## config.mk

```make
export PLATFORM = sky130hd
export DESIGN_NAME = rgbw_frame_decoder
export DESIGN_NICKNAME = d
export VERILOG_FILES = /design/src/rtl/rgbw_pkg.sv /design/src/rtl/rgbw_frame_decoder.sv
export SDC_FILE = /design/constraint.sdc
export NUM_CORES = 1
export LEC_CHECK = 0
export ABC_AREA = 0
export CAP_MARGIN = 0
export CORE_UTILIZATION = 45
export DETAILED_ROUTE_END_ITERATION = 6
export PLACE_DENSITY = 0.67
export SLEW_MARGIN = 30
export SYNTH_ARGS = -nofsm -noshare
export SYNTH_HDL_FRONTEND = slang
export SYNTH_SLANG_ARGS = --single-unit
```

## constraint.sdc

```tcl
create_clock -name clk -period 4.4 [get_ports clk]
set_clock_uncertainty 0.1 [all_clocks]
set_input_delay 0.88 -clock clk [delete_from_list [all_inputs] [get_ports clk]]
set_output_delay 0.88 -clock clk [all_outputs]
set_load 0.03 [all_outputs]
```

## src/rtl/rgbw_pkg.sv

```systemverilog
// Shared opcodes, channel indices and FSM states for the RGBW frame decoder.
package rgbw_pkg;

  localparam logic [3:0] OP_WR_CH  = 4'h1;
  localparam logic [3:0] OP_WR_ALL = 4'h2;
  localparam logic [3:0] OP_WR_INT = 4'h3;

  localparam logic [1:0] CH_R = 2'd0;
  localparam logic [1:0] CH_G = 2'd1;
  localparam logic [1:0] CH_B = 2'd2;
  localparam logic [1:0] CH_W = 2'd3;

  typedef enum logic [2:0] {
    IDLE,
    CMD,
    PAYLOAD,
    CHECK,
    DONE,
    ERR
  } state_t;

  function automatic logic op_known(input logic [3:0] op);
    return (op == OP_WR_CH) || (op == OP_WR_ALL) || (op == OP_WR_INT);
  endfunction

  function automatic logic [2:0] payload_len(input logic [3:0] op);
    return (op == OP_WR_ALL) ? 3'd4 : 3'd1;
  endfunction

endpackage

```

## src/rtl/rgbw_frame_decoder.sv

```systemverilog
// Decodes checksummed command frames from the SPI byte stream and commits RGBW
// duties / intensity atomically; one frame per cs-low window, no backpressure.
module rgbw_frame_decoder
  import rgbw_pkg::*;
#(
  parameter logic [7:0] INTENSITY_RST = 8'hFF
) (
  input  logic       clk,
  input  logic       reset,
  input  logic       cs,
  input  logic       byte_valid,
  input  logic [7:0] byte_data,
  output logic [7:0] duty_r,
  output logic [7:0] duty_g,
  output logic [7:0] duty_b,
  output logic [7:0] duty_w,
  output logic [7:0] intensity,
  output logic       update,
  output logic       frame_err
);

  state_t      state, state_nxt;
  logic        cs_q;
  logic [3:0]  op_q;
  logic [1:0]  ch_q;
  logic [7:0]  acc;
  logic [2:0]  idx;
  logic [7:0]  shadow_duty [4];
  logic [7:0]  shadow_int;
  logic [7:0]  duty_q [4];

  logic        strobe;
  logic        latch_cmd;
  logic        store_pl;
  logic        commit;
  logic        err_set;

  // cs high wins over a coincident strobe
  assign strobe = byte_valid & ~cs;

  always_comb begin
    state_nxt = state;
    latch_cmd = 1'b0;
    store_pl  = 1'b0;
    commit    = 1'b0;
    err_set   = 1'b0;
    if (cs) begin
      state_nxt = IDLE;
    end else begin
      case (state)
        // only a real falling edge of cs opens a window, so a reset released
        // mid-window never picks up the tail of an old frame
        IDLE: begin
          if (cs_q) state_nxt = CMD;
        end
        CMD: begin
          if (strobe) begin
            latch_cmd = 1'b1;
            if (op_known(byte_data[7:4])) begin
              state_nxt = PAYLOAD;
            end else begin
              state_nxt = ERR;
              err_set   = 1'b1;
            end
          end
        end
        PAYLOAD: begin
          if (strobe) begin
            store_pl = 1'b1;
            if (idx + 3'd1 == payload_len(op_q)) state_nxt = CHECK;
          end
        end
        CHECK: begin
          if (strobe) begin
            if (byte_data == acc) commit = 1'b1;
            else                  err_set = 1'b1;
            state_nxt = DONE;
          end
        end
        DONE, ERR: state_nxt = state;
        default:   state_nxt = IDLE;
      endcase
    end
  end

  always_ff @(posedge clk or posedge reset) begin
    if (reset) begin
      state <= IDLE;
      cs_q  <= 1'b0;
    end else begin
      state <= state_nxt;
      cs_q  <= cs;
    end
  end

  always_ff @(posedge clk or posedge reset) begin
    if (reset) begin
      op_q       <= 4'h0;
      ch_q       <= 2'd0;
      acc        <= 8'h00;
      idx        <= 3'd0;
      shadow_int <= 8'h00;
      for (int i = 0; i < 4; i++) shadow_duty[i] <= 8'h00;
    end else if (latch_cmd) begin
      op_q <= byte_data[7:4];
      ch_q <= byte_data[1:0];
      acc  <= byte_data;
      idx  <= 3'd0;
    end else if (store_pl) begin
      acc <= acc ^ byte_data;
      idx <= idx + 3'd1;
      case (op_q)
        OP_WR_CH:  shadow_duty[ch_q]     <= byte_data;
        OP_WR_ALL: shadow_duty[idx[1:0]] <= byte_data;
        default:   shadow_int            <= byte_data;
      endcase
    end
  end

  always_ff @(posedge clk or posedge reset) begin
    if (reset) begin
      intensity <= INTENSITY_RST;
      update    <= 1'b0;
      frame_err <= 1'b0;
      for (int i = 0; i < 4; i++) duty_q[i] <= 8'h00;
    end else begin
      update    <= commit;
      frame_err <= err_set;
      if (commit) begin
        case (op_q)
          OP_WR_CH:  duty_q[ch_q] <= shadow_duty[ch_q];
          OP_WR_ALL: for (int i = 0; i < 4; i++) duty_q[i] <= shadow_duty[i];
          default:   intensity <= shadow_int;
        endcase
      end
    end
  end

  assign duty_r = duty_q[CH_R];
  assign duty_g = duty_q[CH_G];
  assign duty_b = duty_q[CH_B];
  assign duty_w = duty_q[CH_W];

endmodule

```

# After elaboration in Yosys (flattened, before gate mapping)
# Index checks and enable logic that the tools add are counted.
# word_totals
regBits	103
inputBits	12
output_inout_bits	42
elab_cells	102
# classes
add_sub_neg	1
order_cmp	4
n_eq_ne	18
mux	40
bitwise_logic	7
n_reduce_logical	14
# ops
operator	count
32-bit case mux with 2 select lines	2
32-bit bitwise mux	3
8-bit 2-to-1 mux	6
8-bit demux with 2-bit select	2
3-bit 2-to-1 mux	10
8-bit binary-select mux with 2-bit select	1
3-bit != test, second input constant	5
3-bit case mux with 5 select lines	1
1-bit 2-to-1 mux	14
4-bit by 2-bit equality test with 1-bit output, second input constant	3
4-bit by 1-bit equality test with 1-bit output, second input constant	2
8-bit equality test	1
8-bit XOR	1
3-bit by 2-bit equality test with 1-bit output, second input constant	2
3-bit equality test, second input constant	2
3-bit >= comparator, second input constant	2
3-bit by 1-bit < comparator with 1-bit output, second input constant	2
2-bit inverter with 3-bit output	2
3-bit AND reduction	2
6-bit AND reduction	1
2-bit AND reduction	2
2-bit nonzero test	2
2-bit OR reduction	2
3-bit by 1-bit adder with 3-bit output, second input constant	1
other kinds (9)	13

# Longest topological paths before layout
# Gate-level depths: netlist of run 1.
# logic_depth
word_depth	7
mapped_depth	7

# Worst setup path before layout of run 1
# Ideal clock, no wire load.
# synth_path
kind	input-to-reg
from	in byte_data[1]
to	reg duty_q, in the netlist duty_r[0]
setup_time_ns	0.125
arrival_time_ns	2.514
required_time_ns	4.175
slack_ns	1.662
cell_stages	6
path_buffers	1
path_cell_list	buf_6 > xor2_1 > nor4_2 > nand4b_4 > nor3_4 > mux2_2
# synth_via
elab_chain_len	6
# synth_rtl
item	line	rtl
start: declaration	rgbw_frame_decoder.sv:12	input logic [7:0] byte_data,
8-bit equality test	rgbw_frame_decoder.sv:75	if (byte_data == acc) commit = 1'b1;
1-bit 2-to-1 mux	rgbw_frame_decoder.sv:75	
1-bit 2-to-1 mux	rgbw_frame_decoder.sv:74	if (strobe) begin
1-bit 2-to-1 mux	rgbw_frame_decoder.sv:50	case (state)
1-bit 2-to-1 mux	rgbw_frame_decoder.sv:47	if (cs) begin
2-bit AND reduction (no source line)	n/a	
end signal: indexed assignment	rgbw_frame_decoder.sv:131	OP_WR_CH: duty_q[ch_q] <= shadow_duty[ch_q];
end: declaration	rgbw_frame_decoder.sv:30	logic [7:0] duty_q [4];
# No other way between the ends.
# A chain may end at the register's enable or synchronous reset.

# Worst setup path after layout of run 1
# layout_path
from	in byte_data[6]
to	reg duty_q, in the netlist duty_g[5]
# The elaborated chain is that of the path after synthesis.

==> flow_summary.json, run 1 <==
{
  "slowest_delay_ns": 0.78,
  "cts_buffers": 9,
  "drt_iter0_drc": 99,
  "worstPathRequired_ns": 4.55,
  "yosysWarningCount": 0,
  "synth_edf_count": 0,
  "holdCritStartpoint": "duty_r[4]",
  "dp_hpwl_mm": 6.08,
  "cts_tree": "built",
  "criticalPathCategory": "input port to register",
  "maxSlewHeadroom_pct": 52.0,
  "fin_nets": 394,
  "cp_cell_sequence": "clkdlybuf4s50_1, xor2_1, nor4_2, nand4b_4, nor3_4, mux2_2",
  "synth_top_area_share_pct": 54.1,
  "worst_pin_slew_ns": 0.717,
  "reg2reg_from": "acc[6]",
  "clk_latency_ns": 0.36,
  "setup-violations-final": 0,
  "core_um2": 9330,
  "synth_commonest_cells": "95 x dfrtp_1, 85 x mux2_2, 21 x a21oi_1",
  "drv_cap": 0,
  "finalCritPeriodShare_pct": 73.5,
  "setup_ws_ns": 1.17,
  "synth.distinct_cells": 34,
  "post_cts_buffers": 0,
  "drive_gt1_share_pct": 34.5,
  "die_w_um": 101,
  "rows": 35,
  "drtPass1Iterations": 4,
  "avgSynthCellArea_um2": 13.8,
  "area_growth_pct": 20.3,
  "path_max_fanout": 12,
  "hold_path.class": "register to register",
  "preCtsSetupSlack_ns": 0.776,
  "synth-seq-cells": 103,
  "layout_min_cycle_time_ns": 3.23,
  "yosys.area.top_type": "dfrtp_1",
  "endpoint_kind": "register",
  "report.final.slew_viol_count": 0,
  "synth_flop_cell": "dfrtp_1",
  "ys_async_sr_fraction_pct": 100,
  "startpoint": "byte_data[6]",
  "syn_inst": 319,
  "wire_per_inst_um": 17.5,
  "port-buffer-count": 53,
  "setup_tns_ns": 0,
  "r2r-end": "duty_g[5]",
  "synth_area_um2": 4390,
  "diodes": 0,
  "crit_path_start_kind": "input port",
  "finalHoldViolCount": 0,
  "synthMostInstantiatedCell": "dfrtp_1",
  "critical-path-slowest-cell": "clkdlybuf4s50_1",
  "filler_cell_count": 810,
  "place_congestion": 0.750,
  "hold_depth": 1,
  "power_density_nw_per_um2": 383,
  "vias": 2711,
  "vias_per_cell": 5.29,
  "grt_overflow_total": 0,
  "final_antenna_net_count": 0,
  "p_leak_uw": 0.00248,
  "whs_endpoint": "duty_r[4]",
  "dieArea_um2": 10200,
  "drt-total-wl_mm": 8.95,
  "yosysSeqAreaShare_pct": 58.9,
  "ir_worst_vdd_v": 0.000158,
  "h-tree-depth": 3,
  "drc_errors": 0,
  "max_clock_freq_mhz": 309,
  "grt_antenna_before_repair": 0,
  "io_pins": 54,
  "rrSetupSlack_ns": 2.01,
  "cts_sinks": 103,
  "grt_pass1_vias": 2819,
  "grt_pass1_wl_mm": 14.8,
  "clk_pin_slew_ns": 0.10,
  "cts_resized": 0,
  "outcome": "finished clean",
  "synth_fp_nets": 335,
  "cp_data_arrival_time_ns": 3.38,
  "grt_use_total_pct": 19.5,
  "initial_core_util_pct": 47.1,
  "cts_hold_buf": 0,
  "rsz0062_at_grt": "false",
  "reg2reg_depth": 5,
  "synth.area.top_cells": "dfrtp_1 54%, mux2_2 22%, dfstp_2 4.8%",
  "grt_max_degree": 58,
  "cts_max_path_buffers": 2,
  "dieHeight_um": 101,
  "root_buffer": "clkbuf_8"
}
==> critical path: cells and delay by family <==
family,cells,cell delay [ns]
AND/OR/NAND/NOR,3,1.18
multiplexers,1,0.39
XOR/XNOR,1,0.15
buffers and inverters,1,0.78
==> through the flow <==
step	total power (uW)	hold WS, ns	util (%)	instances	cell area [um2]
2_1_floorplan	1390	0.360	-	319	4390
3_3_place_gp	1460	0.367	54.6	496	5090
3_5_place_dp	1490	0.375	54.7	496	5100
4_1_cts	2050	0.398	56.6	512	5280
5_1_grt	2140	0.418	56.6	512	5280
6_report	2020	0.391	56.6	512	5280
==> worst max-delay path by stage <==
stage,end,slack (ns),depth (start not counted)
5_1_grt,duty_g[2],1.01,6
3_3_place_gp,duty_g[6],0.80,6
2_1_floorplan,acc[0],0.73,1
3_5_place_dp,duty_g[5],0.78,6
6_report,duty_g[5],1.17,6
4_1_cts,duty_r[5],1.15,6
==> cell usage in the layout, fill, tap and decap left out, types with 2 or more instances in the layout <==
cell,n
inv_1,4
mux2_2,85
clkdlybuf4s50_1,53
nor3_4,4
dfrtp_1,95
nand2b_1,5
a21oi_1,21
nand2_1,9
nor4_1,2
buf_4,10
clkinv_2,2
or3_1,4
nand3_1,3
inv_6,2
dfstp_2,8
xor2_1,8
mux2i_1,3
clkbuf_8,10
nor2_1,9
ha_1,4
nor2_2,5
o21ai_0,6
a311oi_1,6
nor3_1,10
==> report_power, final <==
part / internal, uW / switching, uW
Clock: 228 / 327
Combinational: 148 / 198
Sequential: 1030 / 90.3
Total: 1410 / 615
==> flip-flops by register name (all words and copies together) (netlist names) <==
name,flops
idx,3
intensity,8
op_q,4
shadow_int,8
cs_q,1
acc,8
state,3
duty_r,8
duty_w,8
frame_err,1
ch_q,2
duty_b,8
duty_g,8
update,1
shadow_duty,32
==> area by class of cell <==
type	instances	area (um2)	share of cell area [%]
timing repair buffer	63	606	11.5
clock buffer	11	141	2.68
tap	129	161	3.06
clock inverter	5	38.8	0.734
multi-input combinational	196	1730	32.7
inverter	5	21.3	0.403
sequential	103	2590	49.0
==> kinds of logic after synthesis <==
group	after synthesis	share of synthesized area, %
compound gates	36	4.81
xor+xnor	9	1.79
fa+ha+maj	4	1.14
buf+inv	20	1.97
flops	103	58.9
mux	89	22.7
simple gates	58	8.63
==> metal layers <==
layer,wire length [um],track usage [%]
met5,0,0
met3,367,5.48
met4,153,5.80
met2,4340,30.8
met1,4090,26.2
Power figures use the tool's default switching activity.
==> inputs of run 2 (changes only) <==
PLACE_DENSITY = 0.69   (was 0.67)
clock period = 2.6 ns   (was 4.4 ns; I/O delays follow)
==> run 2 against run 1 <==
  * Cell count grew 4.1%
  * Clock power is 74% higher
  * Sequential share of layout area is 2.4 points lower
  * Routed wire length up 1.3%
  * Utilization increased by 2.9 points
  * Worst setup slack worse by 0.96 ns
  * First-iteration DRC count grew 21%
  * Critical endpoint is now duty_g[2]
  * Largest cell class unchanged
==> flow_summary.json, run 2 (synthesis gave the netlist of run 1 again) <==
{
  "cp_cell_sequence": "clkdlybuf4s50_1, or2_2, a21oi_1, buf_4, nand4b_4, nor3_4, buf_12, mux2_2",
  "crit_family": "buffers and inverters",
  "grt_overflow_total": 0,
  "cts_sinks": 103,
  "grt_use_total_pct": 20.3,
  "grt_pass1_wl_mm": 15.4,
  "initial_core_util_pct": 47.1,
  "endpoint_kind": "register",
  "dieArea_um2": 10200,
  "diodes": 0,
  "seqCellArea_um2": 2590,
  "largest_reg_flops": 32,
  "criticalPathCategory": "input port to register",
  "outcome": "finished clean",
  "port-buffer-count": 53,
  "grt_antenna_before_repair": 0,
  "final_cell_mix": "95 x dfrtp_1, 85 x mux2_2, 53 x clkdlybuf4s50_1",
  "cts_resized": 0,
  "cts_tree": "built",
  "post_cts_buffers": 0,
  "clk_pin_slew_ns": 0.10,
  "die_w_um": 101,
  "drc_errors": 0,
  "fin_util_pct": 59.6,
  "p_leak_uw": 0.00260,
  "crit_path_start_kind": "input port",
  "worst_pin_slew_ns": 0.561,
  "core_um2": 9330,
  "dieHeight_um": 101,
  "cts_hold_buf": 0,
  "hold_path.class": "register to register",
  "finalCritPeriodShare_pct": 91.8,
  "setup-violations-final": 0,
  "fin_nets": 415,
  "finalHoldViolCount": 0,
  "rows": 35,
  "dp_hpwl_mm": 6.12,
  "path_max_fanout": 8,
  "dpl_cell_area_um2": 5370,
  "layout_min_cycle_time_ns": 2.39,
  "grt_pass1_vias": 2997,
  "filler_cell_count": 751,
  "drt-total-wl_mm": 9.06,
  "worst-path-buf-inv": 3,
  "max_clock_freq_mhz": 419,
  "drtPass1Iterations": 4,
  "worstPathRequired_ns": 2.77,
  "largest-register": "shadow_duty",
  "root_buffer": "clkbuf_8",
  "vias_per_cell": 5.25,
  "layout_commonest_cell": "dfrtp_1",
  "slowest_delay_ns": 0.47,
  "h-tree-depth": 3,
  "area_growth_pct": 26.5,
  "drt_iter0_drc": 120,
  "startpoint": "byte_data[7]",
  "rrSetupSlack_ns": 0.40,
  "place_congestion": 0.795,
  "cp_data_arrival_time_ns": 2.56,
  "multi_input_area_um2": 1720,
  "final_cell_area_um2": 5560,
  "io_pins": 54,
  "wire_per_inst_um": 17.0,
  "clk_latency_ns": 0.38,
  "maxSlewHeadroom_pct": 62.2,
  "drv_cap": 0,
  "drive_gt1_share_pct": 38.1,
  "final_antenna_net_count": 0,
  "hold-worst-slack_ns": 0.391,
  "report.final.slew_viol_count": 0,
  "power_density_nw_per_um2": 627,
  "vias": 2798,
  "grt_max_degree": 104,
  "ir_worst_vdd_v": 0.000302,
  "holdCritStartpoint": "duty_r[4]",
  "rsz0062_at_grt": "false",
  "critical-path-slowest-cell": "clkdlybuf4s50_1",
  "cts_buffers": 9,
  "reg2reg_from": "state[2]",
  "cts_max_path_buffers": 2
}
## run 2: final timing paths
path	endpoint	cells past startpoint
max	duty_g[2]	8
min	duty_r[4]	1
max reg2reg	duty_g[2]	7
min reg2reg	duty_r[4]	1
max in group asynchronous	intensity[3]	3
min in group asynchronous	frame_err	3
## run 2: area by class of cell
class / instances / share of cell area, %
timing repair buffer: 84 / 15.8
tap: 129 / 2.90
clock buffer: 9 / 2.23
sequential: 103 / 46.6
multi-input combinational: 196 / 30.9
inverter: 5 / 0.405
clock inverter: 7 / 1.22
## run 2: where the power goes
group          total (uW)  switching, uW  internal (uW)
logic                 631            359            272
clock network         967            598            369
registers            1890            144           1740
total                3490           1100           2390
## run 2: stage by stage
step / power [uW] / std cells / setup WS (ns) / setup TNS [ns]
after floorplan: 2350 / 319 / 0.222 / 0
after global placement: 2520 / 517 / -0.183 / -7.15
after detailed placement: 2550 / 517 / -0.192 / -7.26
after CTS: 3530 / 533 / 0.206 / 0
after global routing: 3690 / 533 / 0.135 / 0
final: 3490 / 533 / 0.212 / 0
## run 2: layer usage
metal	vias to the layer above	global-route usage (%)	routed length, um
li1	1295	-	-
met1	1424	28.0	4240
met2	67	31.5	4260
met3	12	5.55	407
met4	0	6.47	163
met5	-	0	0
## run 2: worst reg2reg max path: stages, from the launching register on
cell	delay [ns]
dfrtp_1	0.47
nand3b_1	0.25
nor4_2	0.16
buf_4	0.16
nand4b_4	0.19
nor3_4	0.27
buf_12	0.16
mux2_2	0.33
